==> src/rtl/temp_report_pkg.sv <==
`default_nettype none
//------------------------------------------------------------------------------
// temp_report_pkg : shared types, ASCII constants and frame-layout helpers
// Revision: 1.0
//------------------------------------------------------------------------------
package temp_report_pkg;

  typedef enum logic [1:0] {
    IDLE = 2'd0,
    CONV = 2'd1,
    SEND = 2'd2,
    DONE = 2'd3
  } state_t;

  localparam int FRAME_MAX_LEN = 14;
  localparam int BCD_DIGITS    = 5;

  localparam logic [7:0] ASCII_T     = 8'h74;
  localparam logic [7:0] ASCII_E     = 8'h65;
  localparam logic [7:0] ASCII_M     = 8'h6D;
  localparam logic [7:0] ASCII_P     = 8'h70;
  localparam logic [7:0] ASCII_COLON = 8'h3A;
  localparam logic [7:0] ASCII_MINUS = 8'h2D;
  localparam logic [7:0] ASCII_DOT   = 8'h2E;
  localparam logic [7:0] ASCII_0     = 8'h30;
  localparam logic [7:0] ASCII_CR    = 8'h0D;
  localparam logic [7:0] ASCII_LF    = 8'h0A;

  localparam logic [3:0] IDX_LF = 4'(FRAME_MAX_LEN - 1);

  typedef logic [BCD_DIGITS-1:0][3:0] bcd_t;

  // Frame slots 0..13: "temp:" '-' d4 d3 d2 '.' d1 d0 CR LF; absent slots are jumped over.
  function automatic logic [3:0] next_idx(input logic [3:0] idx, input logic sign,
                                          input bcd_t d);
    logic d4_nz;
    logic d43_nz;
    logic [3:0] nxt;
    d4_nz  = (d[4] != 4'd0);
    d43_nz = d4_nz || (d[3] != 4'd0);
    case (idx)
      4'd4:    nxt = sign ? 4'd5 : (d4_nz ? 4'd6 : (d43_nz ? 4'd7 : 4'd8));
      4'd5:    nxt = d4_nz ? 4'd6 : (d43_nz ? 4'd7 : 4'd8);
      default: nxt = idx + 4'd1;
    endcase
    return nxt;
  endfunction

  function automatic logic [7:0] frame_byte(input logic [3:0] idx, input bcd_t d);
    logic [7:0] b;
    case (idx)
      4'd0:    b = ASCII_T;
      4'd1:    b = ASCII_E;
      4'd2:    b = ASCII_M;
      4'd3:    b = ASCII_P;
      4'd4:    b = ASCII_COLON;
      4'd5:    b = ASCII_MINUS;
      4'd6:    b = ASCII_0 + {4'h0, d[4]};
      4'd7:    b = ASCII_0 + {4'h0, d[3]};
      4'd8:    b = ASCII_0 + {4'h0, d[2]};
      4'd9:    b = ASCII_DOT;
      4'd10:   b = ASCII_0 + {4'h0, d[1]};
      4'd11:   b = ASCII_0 + {4'h0, d[0]};
      4'd12:   b = ASCII_CR;
      4'd13:   b = ASCII_LF;
      default: b = 8'h00;
    endcase
    return b;
  endfunction

endpackage
`default_nettype wire

==> src/rtl/temp_uart_reporter_if.sv <==
`default_nettype none
//------------------------------------------------------------------------------
// temp_uart_reporter_if : tx FIFO write port (reporter = master, FIFO = slave)
// Revision: 1.0
//------------------------------------------------------------------------------
interface temp_uart_reporter_if;
  logic       fifo_full;
  logic       fifo_wrreq;
  logic [7:0] fifo_data;

  modport master (input fifo_full, output fifo_wrreq, output fifo_data);
  modport slave  (output fifo_full, input fifo_wrreq, input fifo_data);
endinterface
`default_nettype wire

==> src/rtl/bin2bcd_seq.sv <==
`default_nettype none
//------------------------------------------------------------------------------
// bin2bcd_seq : iterative double-dabble, one shift per cycle, DATA_W cycles
// Revision: 1.0
//------------------------------------------------------------------------------
module bin2bcd_seq
  import temp_report_pkg::*;
#(
  parameter int DATA_W = 14
) (
  input  logic              sys_clk,
  input  logic              sys_rst_n,
  input  logic              i_start,
  input  logic [DATA_W-1:0] i_bin,
  output logic              o_done,
  output bcd_t              o_digits
);

  localparam int SHIFT_W = BCD_DIGITS * 4 + DATA_W;
  localparam int CNT_W   = $clog2(DATA_W);

  logic [SHIFT_W-1:0] r_shift;
  logic [SHIFT_W-1:0] w_adj;
  logic [CNT_W-1:0]   r_cnt;
  logic               r_active;
  logic               r_done;
  logic               w_unused_msb;

  always_comb begin
    w_adj = r_shift;
    for (int k = 0; k < BCD_DIGITS; k++) begin
      if (r_shift[DATA_W + 4*k +: 4] >= 4'd5)
        w_adj[DATA_W + 4*k +: 4] = r_shift[DATA_W + 4*k +: 4] + 4'd3;
    end
  end

  // The top digit never exceeds 1 for a 14-bit input, so its shifted-out MSB is always 0.
  assign w_unused_msb = w_adj[SHIFT_W-1];

  always_ff @(posedge sys_clk or negedge sys_rst_n) begin
    if (!sys_rst_n) begin
      r_shift  <= '0;
      r_cnt    <= '0;
      r_active <= 1'b0;
      r_done   <= 1'b0;
    end else begin
      r_done <= 1'b0;
      if (i_start) begin
        r_shift  <= {{(BCD_DIGITS*4){1'b0}}, i_bin};
        r_cnt    <= '0;
        r_active <= 1'b1;
      end else if (r_active) begin
        r_shift <= {w_adj[SHIFT_W-2:0], 1'b0};
        r_cnt   <= r_cnt + CNT_W'(1);
        if (r_cnt == CNT_W'(DATA_W - 1)) begin
          r_active <= 1'b0;
          r_done   <= 1'b1;
        end
      end
    end
  end

  assign o_done   = r_done;
  assign o_digits = r_shift[SHIFT_W-1:DATA_W];

endmodule
`default_nettype wire

==> src/rtl/temp_uart_reporter.sv <==
`default_nettype none
//------------------------------------------------------------------------------
// temp_uart_reporter : periodic temperature snapshot, BCD convert, ASCII frame to FIFO
// Revision: 1.0
//------------------------------------------------------------------------------
module temp_uart_reporter
  import temp_report_pkg::*;
#(
  parameter int PERIOD_CYCLES = 50_000_000,
  parameter int DATA_W        = 14
) (
  input  logic                  sys_clk,
  input  logic                  sys_rst_n,
  input  logic                  enable,
  input  logic [DATA_W-1:0]     temp_data,
  input  logic                  temp_sign,
  temp_uart_reporter_if.master  fifo,
  output logic                  busy,
  output logic                  frame_done,
  output logic [7:0]            overrun_cnt
);

  localparam int CNT_W = (PERIOD_CYCLES > 1) ? $clog2(PERIOD_CYCLES) : 1;

  state_t           r_state;
  state_t           w_state_nxt;
  logic [CNT_W-1:0] r_count;
  logic             w_tick;
  logic             w_start;
  logic             w_wr;
  logic             w_bcd_done;
  bcd_t             w_digits;
  logic [3:0]       r_idx;
  logic             r_sign;
  logic [7:0]       r_overrun;

  assign w_tick  = enable && (r_count == CNT_W'(PERIOD_CYCLES - 1));
  assign w_start = (r_state == IDLE) && w_tick;

  always_ff @(posedge sys_clk or negedge sys_rst_n) begin
    if (!sys_rst_n)  r_count <= '0;
    else if (!enable || w_tick) r_count <= '0;
    else             r_count <= r_count + CNT_W'(1);
  end

  // The converter's shift register is the magnitude snapshot; it is held until the next start.
  bin2bcd_seq #(.DATA_W(DATA_W)) u_bcd (
    .sys_clk   (sys_clk),
    .sys_rst_n (sys_rst_n),
    .i_start   (w_start),
    .i_bin     (temp_data),
    .o_done    (w_bcd_done),
    .o_digits  (w_digits)
  );

  always_ff @(posedge sys_clk or negedge sys_rst_n) begin
    if (!sys_rst_n) r_state <= IDLE;
    else            r_state <= w_state_nxt;
  end

  always_comb begin
    w_state_nxt = r_state;
    w_wr        = 1'b0;
    case (r_state)
      IDLE: if (w_tick) w_state_nxt = CONV;
      CONV: if (w_bcd_done) w_state_nxt = SEND;
      SEND: begin
        w_wr = !fifo.fifo_full;
        if (w_wr && (r_idx == IDX_LF)) w_state_nxt = DONE;
      end
      DONE: w_state_nxt = IDLE;
      default: w_state_nxt = IDLE;
    endcase
  end

  always_ff @(posedge sys_clk or negedge sys_rst_n) begin
    if (!sys_rst_n) begin
      r_idx     <= '0;
      r_sign    <= 1'b0;
      r_overrun <= '0;
    end else begin
      if (w_start) begin
        r_idx  <= '0;
        r_sign <= temp_sign;
      end else if (w_wr) begin
        r_idx <= next_idx(r_idx, r_sign, w_digits);
      end
      if (w_tick && (r_state != IDLE) && (r_overrun != 8'hFF))
        r_overrun <= r_overrun + 8'd1;
    end
  end

  assign fifo.fifo_wrreq = w_wr;
  assign fifo.fifo_data  = (r_state == SEND) ? frame_byte(r_idx, w_digits) : 8'h00;
  assign busy            = (r_state == CONV) || (r_state == SEND);
  assign frame_done      = (r_state == DONE);
  assign overrun_cnt     = r_overrun;

endmodule
`default_nettype wire
==> src/flat_wrapper.sv <==
// flat-port wrapper written by rule: the top's interface ports become plain ports
module temp_uart_reporter_flat import temp_report_pkg::*;
#(
  parameter int PERIOD_CYCLES = 50_000_000,
  parameter int DATA_W        = 14
)
  (sys_clk, sys_rst_n, enable, temp_data, temp_sign, busy, frame_done, overrun_cnt, fifo_fifo_full, fifo_fifo_wrreq, fifo_fifo_data);
  temp_uart_reporter_if fifo_i ();
  input  logic sys_clk;
  input  logic sys_rst_n;
  input  logic enable;
  input  logic [DATA_W-1:0] temp_data;
  input  logic temp_sign;
  output logic busy;
  output logic frame_done;
  output logic [7:0] overrun_cnt;
  input wire logic [$bits(fifo_i.fifo_full)-1:0] fifo_fifo_full;
  output wire logic [$bits(fifo_i.fifo_wrreq)-1:0] fifo_fifo_wrreq;
  output wire logic [$bits(fifo_i.fifo_data)-1:0] fifo_fifo_data;
  assign fifo_i.fifo_full = fifo_fifo_full;
  assign fifo_fifo_wrreq = fifo_i.fifo_wrreq;
  assign fifo_fifo_data = fifo_i.fifo_data;
  temp_uart_reporter #(.PERIOD_CYCLES(PERIOD_CYCLES), .DATA_W(DATA_W)) u_core (.sys_clk(sys_clk), .sys_rst_n(sys_rst_n), .enable(enable), .temp_data(temp_data), .temp_sign(temp_sign), .fifo(fifo_i), .busy(busy), .frame_done(frame_done), .overrun_cnt(overrun_cnt));
endmodule
==> config.mk <==
export PLATFORM = sky130hd
export DESIGN_NAME = temp_uart_reporter_flat
export DESIGN_NICKNAME = d
export VERILOG_FILES = /design/src/rtl/temp_report_pkg.sv /design/src/rtl/temp_uart_reporter_if.sv /design/src/rtl/bin2bcd_seq.sv /design/src/rtl/temp_uart_reporter.sv /design/src/flat_wrapper.sv
export SDC_FILE = /design/constraint.sdc
export NUM_CORES = 1
export LEC_CHECK = 0
export CAP_MARGIN = 5
export CORE_MARGIN = 10
export CORE_UTILIZATION = 60
export DETAILED_ROUTE_END_ITERATION = 16
export HOLD_SLACK_MARGIN = 0.02
export PLACE_DENSITY_LB_ADDON = 0.2
export SLEW_MARGIN = 20
export SYNTH_ARGS = -nofsm -noshare
export SYNTH_HDL_FRONTEND = slang
export SYNTH_HIERARCHICAL = 1
export SYNTH_SLANG_ARGS = --single-unit
==> constraint.sdc <==
create_clock -name sys_clk -period 6.91 [get_ports sys_clk]
set_clock_uncertainty 0.15 [all_clocks]
set_input_delay 0.691 -clock sys_clk [delete_from_list [all_inputs] [get_ports sys_clk]]
set_output_delay 0.691 -clock sys_clk [all_outputs]
set_load 0.01 [all_outputs]
# Word level (Yosys, flattened, before mapping)
# Index checks and enable logic that the tools add are counted.
[word_totals] out_inout_bits=19 in_bits=19 regBits=81 elab_cells=97
[classes] n_reduce_logical=18 muxes=29 add_sub_neg=14 order_cmp=5 eq_ne=22
[ops] cell="$pmux W8 S14" n=1
[ops] cell="$mux W34" n=2
[ops] cell="$mux W4" n=11
[ops] cell="$add A6 B4 Y7 const A" n=5
[ops] cell="$eq A4 B4 Y1 const B" n=7
[ops] cell="$add A26 B1 Y26 const B" n=1
[ops] cell="$eq A26 B26 Y1 const B" n=1
[ops] cell="$mux W26" n=1
[ops] cell="$ge A4 B3 Y1 const B" n=5
[ops] cell="$add A4 B2 Y4 const B" n=4
[ops] cell="$eq A4 B3 Y1 const B" n=4
[ops] cell="$add A4 B1 Y4 const B" n=2
[ops] cell="$add A8 B1 Y8 const B" n=1
[ops] cell="$eq A4 B2 Y1 const B" n=2
[ops] cell="$mux W8" n=1
[ops] cell="$ne A8 B8 Y1 const B" n=1
[ops] cell="$pmux W2 S4" n=1
[ops] cell="$pmux W4 S2" n=1
[ops] cell="$reduce_bool A4 Y1" n=2
[ops] cell="$mux W1" n=7
[ops] cell="$mux W2" n=3
[ops] cell="$reduce_bool A2 Y1" n=3
[ops] cell="$logic_and A1 B1 Y1" n=5
[ops] cell="$eq A2 B2 Y1 const B" n=2
[ops] cell="11 further kinds" n=15

# Depth between registers and ports, before layout
[logic_depth] word_depth=8 ltp_mapped=9 mapped_depth_nobuf=7

# Modules after synthesis
# Netlist, hierarchy kept.
[modules_own_cells] mod="temp_uart_reporter" cells_each=283 seq_area_each_um2=1026.0 n_inst=1 area_each_um2=2517.4
[modules_own_cells] mod="bin2bcd_seq" cells_each=246 seq_area_each_um2=1001.0 n_inst=1 area_each_um2=2357.3

# Worst setup path before layout
# OpenSTA, ideal clock, no wires.
[synth_path] path_kind="flip-flop to flip-flop" from="register u_core.r_count[0]" to="register u_core.u_bcd.r_shift[32]" path_stages_with_launch=9 n_path_buf=2 setup_slack_ns=4.357 t_arrival_ns=2.276 cell_sequence="dfrtp_1 -> ha_1 -> nand3_1 -> or2_2 -> nor4_1 -> buf_2 -> buf_2 -> nor2_1 -> a311o_1"
[synth_via] elab_chain_len=4
[synth_lines] item="start: declaration" line="temp_uart_reporter.sv:27" text="logic [CNT_W-1:0] r_count;"
[synth_lines] item="start signal: assignment" line="temp_uart_reporter.sv:43" text="else r_count <= r_count + CNT_W'(1);"
[synth_lines] item="$eq A26 B26 Y1 *" line="temp_uart_reporter.sv:37" text="assign w_tick = enable && (r_count == CNT_W'(PERIOD_CYCLES - 1));"
[synth_lines] item="$logic_and A1 B1 Y1 *" line="temp_uart_reporter.sv:37"
[synth_lines] item="$logic_and A1 B1 Y1 *" line="temp_uart_reporter.sv:38" text="assign w_start = (r_state == IDLE) && w_tick;"
[synth_lines] item="named net u_core.w_start" line="temp_uart_reporter.sv:29" text="logic w_start;"
[synth_lines] item="$mux W34 / $reduce_bool A2 Y1 (equally long branches)"
[synth_lines] item="end signal: assignment" line="bin2bcd_seq.sv:49" text="r_shift <= {{(BCD_DIGITS*4){1'b0}}, i_bin};"
[synth_lines] item="end signal: assignment" line="bin2bcd_seq.sv:53" text="r_shift <= {w_adj[SHIFT_W-2:0], 1'b0};"
[synth_lines] item="end: declaration" line="bin2bcd_seq.sv:22" text="logic [SHIFT_W-1:0] r_shift;"
# The timed path passes the listed nets; every way through them passes the cells marked *.
# A chain may end at the register's enable or synchronous reset.

# Worst setup path in the final report
[layout_path] from="register u_core.r_idx[2]" to="output port fifo_fifo_data[3]"
[layout_via] elab_chain_len=3
[layout_lines] item="start: declaration" line="temp_uart_reporter.sv:33" text="logic [3:0] r_idx;"
[layout_lines] item="start signal: assignment" line="temp_uart_reporter.sv:86" text="r_idx <= next_idx(r_idx, r_sign, w_digits);"
[layout_lines] item="$eq A4 B4 Y1 (tied with other cells)" line="temp_report_pkg.sv:51" text="case (idx)"
[layout_lines] item="$pmux W8 S14 *" line="temp_report_pkg.sv:51"
[layout_lines] item="$mux W8 *" line="temp_uart_reporter.sv:94" text="assign fifo.fifo_data = (r_state == SEND) ? frame_byte(r_idx, w_digits) : 8'h00;"
[layout_lines] item="end: declaration" line="flat_wrapper.sv:19" text="output wire logic [$bits(fifo_i.fifo_data)-1:0] fifo_fifo_data;"
# Mark *: on every way between the ends. The rest lies on a longest branch, timed or not.

==> results.py <==
metrics = {
    "outcome": {
        "outcome": "completed",
    },
    "clock_tree": {
        "cts.repair.resized": 0,
        "cts_root_buffer": "clkbuf_8",
        "cts.clk_slew.worst_paths_ns": 0.09,
        "postCtsSetupRepairBufs": 0,
        "max-clock-path-buffers": 2,
        "cts_hold_buf": 0,
        "clock_latency_ns": 0.34,
        "cts_tree": "yes",
        "htree_num_levels": 3,
        "cts_num_sinks": 81,
        "tritoncts.num_buffers": 9,
    },
    "sta": {
        "fmax_mhz": 278,
        "setup_viol": 0,
        "period_share_pct": 52.0,
        "totalNegativeSetupSlack_ns": 0,
        "fin_crit_ns": 3.60,
        "rsz0062_at_grt": "no",
        "slew_headroom_pct": 44.6,
        "hold_viol": 0,
        "worst_case_setup_margin_in_the_final_layout_ns": 3.31,
        "worst_slew_pin_slew_ns": 0.824,
        "slew_viol_final": 0,
    },
    "finish": {
        "multiInputGateArea_sq_mm": 0.00247,
        "share_of_layout_cells_above_drive_strength_1_pct": 5.81,
        "layout.area.seq_sq_mm": 0.00203,
        "antenna_cells": 0,
        "fillers": 640,
        "syn2layout_area_growth_pct": 7.93,
        "final_cell_area_sq_mm": 0.00526,
        "nNetsFinal": 571,
    },
    "power": {
        "internal-power_uw": 620,
        "combinationalPowerShare_pct": 3.8,
        "power_frac_seq_pct": 59.3,
        "switching_share_pct": 23.5,
        "leakage_power_nw": 2.09,
        "power_density_mw_per_mm2": 154,
        "power.share.clock_pct": 36.9,
        "switchingPower_uw": 191,
        "peakVddDrop_v": 0.000101,
    },
    "setup_path": {
        "crit_required_ns": 6.07,
        "arrival_ns": 2.75,
        "timing.setup.critical_path_class": "flip-flop to output pin",
        "critPathCaptureType": "output pin",
        "highest_fanout_seen_on_the_critical_path": 18,
        "worstSetupStartpointType": "flip-flop",
    },
    "global_route": {
        "gr-usage-all-layers_pct": 16.4,
        "grt_use_met3_pct": 2.55,
        "global_route.usage.met2_pct": 26.3,
        "grt_start_max_net_pins": 82,
        "gr-max-usage-layer": "met2",
        "globalRoute.totalOverflow": 0,
        "grt_pass1_vias": 3683,
        "globalRouteMet1Util_pct": 21.8,
        "grt_antenna_before_repair": 0,
        "grt_pass1_wl_microns": 16500,
    },
    "floorplanning": {
        "die_area_sq_mm": 0.0121,
        "vertical_die_dimension_microns": 110,
        "initial_utilization_pct": 62.4,
        "placeableCoreArea_sq_mm": 0.00781,
        "pin_count": 38,
        "die_width_microns": 110,
        "rows": 32,
    },
    "logic_synthesis": {
        "mappedNetlistArea_sq_mm": 0.00487,
        "synth.yosys.seq_area_share_pct": 41.6,
        "postSynth.topFlopCell": "dfrtp_1",
        "netlist_top_cells_area": "dfrtp_1 42%, ha_1 5.6%, xor2_1 4.9%, buf_4 4.0%, nor2_1 3.8%",
        "yosys_warnings": 6,
        "synth-edff-count": 0,
        "synth-seq-cells": 81,
        "synthMostInstantiatedCell": "dfrtp_1",
        "async_flop_share_pct": 100,
        "ys_types": 61,
        "synth_top_cells_by_count": "81 x dfrtp_1, 49 x nor2_1, 41 x nand2_1, 32 x o21ai_0, 27 x xor2_1",
        "post-synth-top-area-fraction_pct": 41.6,
        "synthesis.instances": 529,
        "netlist.top_cell.by_area": "dfrtp_1",
        "mean_post_synth_cell_area_sq_um": 9.21,
        "postSynthNetCount": 570,
    },
    "routing": {
        "antenna_violating_nets_post_route": 0,
        "route.detailed.wl_per_inst_microns": 15.2,
        "drt-total-wl_microns": 9660,
        "detailedRoute.firstIterationViolations": 209,
        "drt-vias-per-instance": 5.90,
        "detail_route.drc_violations": 0,
        "drt-pass1-iter-count": 4,
        "detailroute.via_count": 3755,
    },
    "placement": {
        "dp_worst_setup_slack_ns": 3.69,
        "placedInstanceArea_sq_mm": 0.00509,
        "finalWeightedCongestion": 0.880,
        "place_hpwl_microns": 6500,
        "place.port_buffers": 36,
    },
    "run": {
        "number_of_violations_of_the_max_capacitance_limit": 0,
    },
    "worst_hold_path": {
        "worstHoldPathType": "input pin to async pin",
    },
}
## power by group through the flow
stage | Clock [mW] | Sequential, mW | Combinational [mW]
2_1_floorplan | 0 | 0.490 | 0.00662
3_3_place_gp | 0 | 0.490 | 0.0317
3_5_place_dp | 0 | 0.490 | 0.0320
4_1_cts | 0.307 | 0.480 | 0.0321
5_1_grt | 0.328 | 0.481 | 0.0351
6_report | 0.299 | 0.480 | 0.0312
## critical path, cell delays in order, from the launching register on
cell and delay (ns):
dfrtp_1 0.66, nor2b_1 0.70, a22o_1 0.25, a22oi_1 0.08, a31oi_1 0.18, clkdlybuf4s50_1 0.56
## metal layers
layer / wire, microns / share of wire (%)
met5: 0 / 0
met3: 476 / 4.9
met1: 4590 / 47
met4: 182 / 1.9
met2: 4410 / 46
## cells by family (layout without fill, tap and decap cells)
kind of cell             after synthesis  count (layout)  share of synthesized area (%)
AND/OR/NAND/NOR                      187             187                           19.8
adder cells (fa/ha/maj)               22              22                           5.65
other                                  1               1                         0.0769
multiplexers                          20              20                           4.23
XOR/XNOR                              34              34                           6.11
AO/OA/AOI/OAI                        111             111                           14.7
buffers and inverters                 73              78                           7.85
flip-flops                            81              81                           41.6
## stage by stage
step	total power [mW]	util (%)	hold slack (ns)	cells
finish	0.810	67.4	0.221	636
global route	0.844	67.4	0.278	636
CTS	0.819	67.3	0.336	636
detailed placement	0.522	65.2	0.326	621
global placement	0.521	65.2	0.323	621
floorplan	0.497	-	0.245	529
## worst paths after layout
check | startpoint | to | slack, ns | cells past startpoint
max in group asynchronous | sys_rst_n | u_core/u_bcd/r_active | 5.81 | 1
worst max-delay path | u_core/r_idx[2] | fifo_fifo_data[3] | 3.31 | 5
min in group sys_clk | u_core/r_count[0] | u_core/r_count[0] | 0.33 | 1
worst min register to register | u_core/r_count[0] | u_core/r_count[0] | 0.33 | 1
worst max register to register | u_core/r_count[11] | u_core/u_bcd/r_shift[27] | 4.12 | 7
worst min-delay path | sys_rst_n | u_core/u_bcd/r_shift[17] | 0.22 | 1
## registers in the layout, summed over array words and instances, names as in the netlist, 2 cells and up
| name | cells |
|---|---|
| u_core/r_state | 2 |
| u_core/overrun_cnt | 8 |
| u_core/r_count | 26 |
| u_core/r_idx | 4 |
| u_core/u_bcd/r_cnt | 4 |
| u_core/u_bcd/r_shift | 34 |
## area by class of cell
class                           count  area share [%]
Inverter                           25            1.78
Timing Repair Buffer               38            7.16
Sequential cell                    81            38.6
Multi-Input combinational cell    375            47.0
Clock buffer                       10            2.43
Tap cell                          102            2.43
Clock inverter                      5           0.642
## layout by cell type, fill, tap and decap left out, drive strengths merged, types with 4 or more instances in the layout
master,synthesis,final
dfrtp,81,81
a31oi,8,8
nand2b,9,9
xor2,27,27
or3,4,4
o31ai,4,4
inv,25,25
mux2i,15,15
clkdlybuf4s50,0,35
mux2,5,5
a22oi,4,4
ha,22,22
nand2,41,41
o21ai,36,36
nor4,5,5
a22o,6,6
nor2b,8,8
nand4,11,11
nor3,10,10
xnor2,7,7
nor2,49,49
clkbuf,13,10
nand3,25,25
a21oi,25,25
nand4b,6,6
No activity file was read; power rests on OpenSTA's default activity.
